**src/rtl/mux_pkg.sv**
```systemverilog
// Shared select-decode helpers for the lane mux / demux family.
package mux_pkg;

  localparam int DROP_CNT_W = 16;
  localparam int SEL_MAX_W  = 16;

  typedef struct packed {
    logic [SEL_MAX_W-1:0] idx;
    logic                 invalid;
  } sel_dec_t;

  // Priority one-hot (highest set bit wins, all-zero -> 0) or plain encoded index;
  // any index at or beyond n_out is flagged invalid.
  function automatic sel_dec_t sel_decode(input logic [SEL_MAX_W-1:0] sel,
                                          input logic                 one_hot,
                                          input int                   n_out);
    sel_dec_t d;
    d.idx     = '0;
    d.invalid = 1'b0;
    if (one_hot) begin
      for (int i = 0; i < SEL_MAX_W; i++) begin
        if (sel[i]) d.idx = SEL_MAX_W'(i);
      end
    end else begin
      d.idx = sel;
    end
    if (int'(d.idx) >= n_out) d.invalid = 1'b1;
    return d;
  endfunction

endpackage

```
**src/rtl/demux_slot.sv**
```systemverilog
// One-entry holding slot with valid/ready: load has priority over drain so a lane
// can take a new word in the same cycle its current word leaves.
module demux_slot #(
  parameter int WIDTH = 32
) (
  input  logic             clk,
  input  logic             rst_n,
  input  logic             load,
  input  logic [WIDTH-1:0] load_data,
  input  logic             out_ready,
  output logic             out_valid,
  output logic [WIDTH-1:0] out_data
);

  logic             vld_p1;
  logic [WIDTH-1:0] data_p1;

  // Slot occupancy and contents; data only changes on a load so it holds while empty.
  always_ff @(posedge clk or negedge rst_n) begin
    if (!rst_n) begin
      vld_p1  <= 1'b0;
      data_p1 <= '0;
    end else begin
      if (load) begin
        vld_p1  <= 1'b1;
        data_p1 <= load_data;
      end else if (vld_p1 && out_ready) begin
        vld_p1  <= 1'b0;
      end
    end
  end

  assign out_valid = vld_p1;
  assign out_data  = data_p1;

endmodule

```
**src/rtl/demux_route.sv**
```systemverilog
// Registered 1-to-N demultiplexer: steers each accepted input word into the
// holding slot of the selected lane; words aimed at a nonexistent lane are
// consumed and counted as drops.
module demux_route
  import mux_pkg::*;
#(
  parameter int NOUTPUTS  = 4,
  parameter int WIDTH     = 32,
  parameter int SEL_WIDTH = 2
) (
  input  logic                      clk,
  input  logic                      rst_n,
  input  logic                      in_valid,
  output logic                      in_ready,
  input  logic [SEL_WIDTH-1:0]      in_sel,
  input  logic [WIDTH-1:0]          in_data,
  output logic [NOUTPUTS-1:0]       out_valid,
  input  logic [NOUTPUTS-1:0]       out_ready,
  output logic [NOUTPUTS*WIDTH-1:0] out_data,
  output logic                      drop_pulse,
  output logic [DROP_CNT_W-1:0]     drop_count
);

  localparam logic ONE_HOT = (SEL_WIDTH == NOUTPUTS);
  localparam logic [DROP_CNT_W-1:0] CNT_MAX = '1;

  sel_dec_t              dec_p0;
  logic [NOUTPUTS-1:0]   hit_p0;
  logic [NOUTPUTS-1:0]   load_p0;
  logic                  drop_p0;
  logic                  drop_p1;
  logic [DROP_CNT_W-1:0] drop_cnt_p1;

  // Decode the select into a one-hot lane hit vector (empty when invalid).
  always_comb begin
    dec_p0 = sel_decode(SEL_MAX_W'(in_sel), ONE_HOT, NOUTPUTS);
    hit_p0 = '0;
    for (int k = 0; k < NOUTPUTS; k++) begin
      hit_p0[k] = !dec_p0.invalid && (dec_p0.idx == SEL_MAX_W'(k));
    end
  end

  // Ready depends only on the targeted lane, so a stalled lane blocks only its own traffic.
  assign in_ready = dec_p0.invalid | (|(hit_p0 & (~out_valid | out_ready)));
  assign load_p0  = hit_p0 & {NOUTPUTS{in_valid & in_ready}};
  assign drop_p0  = in_valid & dec_p0.invalid;

  // ---- stage p0 -> p1: per-lane holding slots ----
  for (genvar g = 0; g < NOUTPUTS; g++) begin : g_slot
    demux_slot #(.WIDTH(WIDTH)) u_slot (
      .clk       (clk),
      .rst_n     (rst_n),
      .load      (load_p0[g]),
      .load_data (in_data),
      .out_ready (out_ready[g]),
      .out_valid (out_valid[g]),
      .out_data  (out_data[g*WIDTH +: WIDTH])
    );
  end

  // Drop pulse and saturating drop counter.
  always_ff @(posedge clk or negedge rst_n) begin
    if (!rst_n) begin
      drop_p1     <= 1'b0;
      drop_cnt_p1 <= '0;
    end else begin
      drop_p1 <= drop_p0;
      if (drop_p0 && drop_cnt_p1 != CNT_MAX) drop_cnt_p1 <= drop_cnt_p1 + 1'b1;
    end
  end

  assign drop_pulse = drop_p1;
  assign drop_count = drop_cnt_p1;

endmodule
```
**config.mk**
```make
export PLATFORM = sky130hd
export DESIGN_NAME = demux_route
export DESIGN_NICKNAME = d
export VERILOG_FILES = /design/src/rtl/mux_pkg.sv /design/src/rtl/demux_slot.sv /design/src/rtl/demux_route.sv
export SDC_FILE = /design/constraint.sdc
export NUM_CORES = 1
export LEC_CHECK = 0
export BUFFER_PORTS_ARGS = -buffer_cell sky130_fd_sc_hd__clkbuf_2
export CAP_MARGIN = 25
export CORE_ASPECT_RATIO = 1.25
export CORE_MARGIN = 2
export CORE_UTILIZATION = 53
export DETAILED_ROUTE_END_ITERATION = 16
export PLACE_DENSITY_LB_ADDON = 0.1
export SKIP_CTS_REPAIR_TIMING = 1
export SLEW_MARGIN = 20
export SYNTH_ARGS = -nofsm -noshare
export SYNTH_HDL_FRONTEND = slang
export SYNTH_SLANG_ARGS = --single-unit
```
**constraint.sdc**
```tcl
create_clock -name clk -period 2.5 [get_ports clk]
set_input_delay 0.125 -clock clk [delete_from_list [all_inputs] [get_ports clk]]
set_output_delay 0.125 -clock clk [all_outputs]
set_load 0.01 [all_outputs]
```
# Word-level counts from Yosys, hierarchy flattened
# Cells that the tools add are included.
# totals
input_bits,41
wordCells,48
ff_bits,149
output_inout_bits,150
# classes
bitwise_logic,7
n_eq_ne,4
n_mux,9
add_sub_neg,1
n_reduce_logical,16
n_lt_le_gt_ge,1
# op_table
op,count
$add A16 B1 Y16 const B,1
$logic_not A16 Y1,1
$ne A16 B16 Y1 const B,1
$logic_and A1 B1 Y1,9
$mux W1,9
$and A4 B4 Y4,2
$reduce_bool A2 Y1,4
$eq A2 B2 Y1 const B,2
$not A4 Y4,1
$or A4 B4 Y4,1
$reduce_or A4 Y1,1
$ge A2 B3 Y1 const B,1
$and A1 B1 Y1,2
$eq A2 B1 Y1 const B,1
$logic_not A1 Y1,1
$or A1 B1 Y1,1

# Logic depth before layout (Yosys ltp)
# logic_depth
ltp_word,10
mapped_depth,6
ltp_nobuf,3

# Hierarchy
# From an unflattened synthesis, not the netlist that was laid out.
# hier_totals
cells_unflattened,311
area_unflattened_um2,5743.0
# by_module_without_submodules
mod,instances,seq_area_each_um2,area_per_inst_um2,cells_each
demux_slot,4,825.8,1377.6,71
demux_route,1,0.0,232.7,27

# Worst setup path after synthesis
# Ideal clock, no wire load.
# synth_path
path_kind,reg-to-reg
startpoint,register g_slot[2].u_slot.vld_p1
endpoint,register g_slot[2].u_slot.data_p1[10]
required_ns,2.375
stages_incl_launch_ff,5
period_less_slack_ns,1.370
setup_time_ns,0.125
t_arrival_ns,1.246
path_buffers,1
slack_ns,1.130
path_cell_list,dfrtp_1 -> nand2b_1 -> nor3b_4 -> buf_6 -> mux2_2
# synth_via
elab_chain_cells,7
# synth_rtl
item,line,text
from (decl),demux_slot.sv:15,logic vld_p1;
from (signal assigned),demux_slot.sv:21,vld_p1 <= 1'b0;
from (signal assigned),demux_slot.sv:25,vld_p1 <= 1'b1;
from (signal assigned),demux_slot.sv:28,vld_p1 <= 1'b0;
$not A4 Y4,demux_route.sv:44,assign in_ready = dec_p0.invalid | (|(hit_p0 & (~out_valid | out_ready)));
$or A4 B4 Y4,demux_route.sv:44,
$and A4 B4 Y4,demux_route.sv:44,
$reduce_or A4 Y1,demux_route.sv:44,
$or A1 B1 Y1,demux_route.sv:44,
$and A1 B1 Y1,demux_route.sv:45,assign load_p0 = hit_p0 & {NOUTPUTS{in_valid & in_ready}};
$and A4 B4 Y4,demux_route.sv:45,
to (signal assigned),demux_slot.sv:26,data_p1 <= load_data;
to (decl),demux_slot.sv:16,logic [WIDTH-1:0] data_p1;
# Every way passes these cells.
# A chain may end at the register's enable or synchronous reset.

# Final worst setup path
# layout_path
startpoint,register g_slot[1].u_slot.vld_p1
endpoint,register g_slot[1].u_slot.data_p1[11]
# layout_via
elab_chain_cells,7
# layout_rtl
item,line
from (decl),demux_slot.sv:15
from (signal assigned),demux_slot.sv:21
from (signal assigned),demux_slot.sv:25
from (signal assigned),demux_slot.sv:28
$not A4 Y4,demux_route.sv:44
$or A4 B4 Y4,demux_route.sv:44
$and A4 B4 Y4,demux_route.sv:44
$reduce_or A4 Y1,demux_route.sv:44
$or A1 B1 Y1,demux_route.sv:44
$and A1 B1 Y1,demux_route.sv:45
$and A4 B4 Y4,demux_route.sv:45
to (signal assigned),demux_slot.sv:26
to (decl),demux_slot.sv:16
# Every way passes these cells.

==> results.sh <==
export IMPL_drt_vias_per_instance=5.069
export IMPL_cts_root_buf="clkbuf_16"
export IMPL_ioPinCount=191
export IMPL_p_leak_nw=3.303
export IMPL_coreArea_um2=9559
export IMPL_yosys_area_share_adder_pct=0
export IMPL_startpoint_type="flip-flop"
export IMPL_place_area_um2=6055
export IMPL_fin_crit_ps=1633
export IMPL_setup_viol=0
export IMPL_vias=3244
export IMPL_synthToLayoutAreaGrowth_pct=31.01
export IMPL_clk_pin_slew_ps=60
export IMPL_drv_slew=0
export IMPL_worstPathArrival_ps=1920
export IMPL_place_congestion=0.7930
export IMPL_crit_path_end_kind="flip-flop"
export IMPL_fp_dieW_um=92.27
export IMPL_whs_path_depth=2
export IMPL_stdcell_area_um2=6761
export IMPL_report_final_hold_viol_count=4
export IMPL_grt_overflow_total=0
export IMPL_critical_path_class="reg -> reg"
export IMPL_drt_pass1_iterations=4
export IMPL_synth_mux_area_fraction_pct=28.36
export IMPL_yosys_area_share_simple_pct=1.867
export IMPL_rsz0062_at_grt="false"
export IMPL_netSwitchingPower_mw=1.774
export IMPL_finalCritPeriodShare_pct=65.31
export IMPL_final_common_cell="clkbuf_2"
export IMPL_clockBufferDepth=2
export IMPL_grt_max_degree=49
export IMPL_placement_io_buffers=173
export IMPL_p_comb_share_pct=19.5
export IMPL_power_frac_seq_pct=41.3
export IMPL_synth_xor_xnor_area_share_pct=0
export IMPL_async_reset_ff_share_pct=100.0
export IMPL_synth_cell_area_um2=5161
export IMPL_syn_area_per_cell_um2=16.44
export IMPL_cp_max_fo=12
export IMPL_dominantRegCellSynth="dfrtp_1"
export IMPL_worstMarginPinSlew_ps=539.5
export IMPL_cts_tree="built"
export IMPL_track_usage_pct=21.36
export IMPL_antenna_found_initial=0
export IMPL_ir_drop_uv=507.6
export IMPL_diodes=0
export IMPL_ys_seq_area_share_pct=64.00
export IMPL_synth_seq_cells=132
export IMPL_worst_ep_required_time_ps=2780
export IMPL_synth_top_family_by_area="multiplexers"
export IMPL_drv_cap=0
export IMPL_clk_insertion_delay_late_ps=400
export IMPL_wl_per_cell_um=17.04
export IMPL_tns_ps=0
export IMPL_synth_warnings=0
export IMPL_clock_sinks=132
export IMPL_fmax_mhz=612.4
export IMPL_grt_pass1_vias=3335
export IMPL_final_setup_skew_ps=9.171
export IMPL_r2r_cells=4
export IMPL_status="finished, violations left"
export IMPL_postSynthCellCount=314
export IMPL_synth_edf_count=0
export IMPL_die_h_um=114.3
export IMPL_hold_class="in -> reg"
export IMPL_first_iter_violations=79
export IMPL_power_density_nw_per_um2=1008
export IMPL_violations="hold timing"
export IMPL_grt_pass1_wl_um=17040
export IMPL_finalWirelength_um=10900
export IMPL_hpwl_um=7634
export IMPL_start_util_pct=53.99
export IMPL_p_int_mw=5.041
export IMPL_synthDistinctLibCells=18
export IMPL_drc=0
export IMPL_num_rows=40
export IMPL_nets=543
export IMPL_final_seq_area_um2=3303
export IMPL_htreeDepth=4
export IMPL_power_switching_share_pct=26.03
export IMPL_whs_ps=-5.141
export IMPL_maxSlewHeadroom_pct=64.04
export IMPL_mostFrequentLayoutCells="clkbuf_2, dfrtp_1, mux2_2"
export IMPL_cts_buffers=17
export IMPL_ant_nets=0
export IMPL_synth_compound_area_share_pct=0.09697
export IMPL_fill_cells=736
export IMPL_multi_input_area_um2=1638
export IMPL_clockPowerShare_pct=39.3
export IMPL_drive_above_1_share_pct=66.73
export IMPL_die_area_um2=10550
==> through the flow <==
| step | util, % | hold WS, ps | cells | total power [mW] | setup slack [ps] |
|---|---|---|---|---|---|
| floorplan | - | -170.6 | 330 | 3.530 | 1130 |
| global placement | 63.34 | 136.7 | 603 | 4.135 | 933.8 |
| detailed placement | 63.34 | 140.8 | 603 | 4.183 | 869.1 |
| CTS | 70.10 | -286.0 | 634 | 6.887 | 847.8 |
| global route | 70.73 | 0.9151 | 640 | 7.127 | 772.8 |
| finish | 70.73 | -5.141 | 640 | 6.815 | 867.2 |
==> critical path, stage by stage, from the launching register on <==
cell	delay (ps)
dfrtp_1	370
nand2b_1	120
and3_2	380
buf_4	280
mux2_2	360
==> routing by layer <==
layer	up-vias	GRT usage, %	wire [um]
li1	1437	-	-
met1	1668	27.75	4594
met2	122	33.24	5407
met3	17	7.176	685
met4	0	8.955	218
met5	-	0	0
==> cells in the mapped netlist, types with 4 or more instances <==
cell        n  share of area (%)
buf_2       5               0.48
buf_4      21                3.1
buf_6       9                2.0
dfrtp_1   132                 64
mux2_1      4               0.87
mux2_2    124                 27
nand2_1     5               0.36
nand2b_1    4               0.48
==> kinds of logic (layout without fill, tap and decap cells) <==
| group | count (synthesis) | in the layout |
|---|---|---|
| mux | 129 | 129 |
| simple gates | 15 | 15 |
| other cells | 1 | 17 |
| buf+inv | 36 | 220 |
| compound gates | 1 | 1 |
| flops | 132 | 132 |
==> flip-flops by register name (all words and copies together), names as in the netlist <==
signal	count
g_slot.u_slot.out_data	128
g_slot.u_slot.out_valid	4
==> power groups by stage <==
stage	clock, mW	combinational, mW	sequential [mW]
CTS	2.73	1.34	2.82
detailed placement	0	1.33	2.85
finish	2.68	1.33	2.81
global placement	0	1.31	2.83
floorplan	0	0.491	3.04
global route	2.83	1.43	2.87
==> worst paths after layout <==
check                                                  start                            end  slack, ps
worst max-delay path              g_slot[1].u_slot.out_valid  g_slot[1].u_slot.out_data[11]        870
worst max register to register    g_slot[1].u_slot.out_valid  g_slot[1].u_slot.out_data[11]        870
worst min-delay path                              in_data[6]   g_slot[3].u_slot.out_data[6]         -5
min in group asynchronous                              rst_n   g_slot[3].u_slot.out_data[6]        250
max in group asynchronous                              rst_n  g_slot[1].u_slot.out_data[21]       1520
worst min register to register  g_slot[2].u_slot.out_data[5]   g_slot[2].u_slot.out_data[5]        490
==> cell type report <==
cell class | count | area share [%]
Clock buffer | 18 | 6.495
Clock inverter | 13 | 3.072
Multi-Input combinational cell | 162 | 24.22
Sequential cell | 132 | 48.85
Tap cell | 126 | 2.332
Timing Repair Buffer | 189 | 15.03
(Power assumes the default switching activity.)
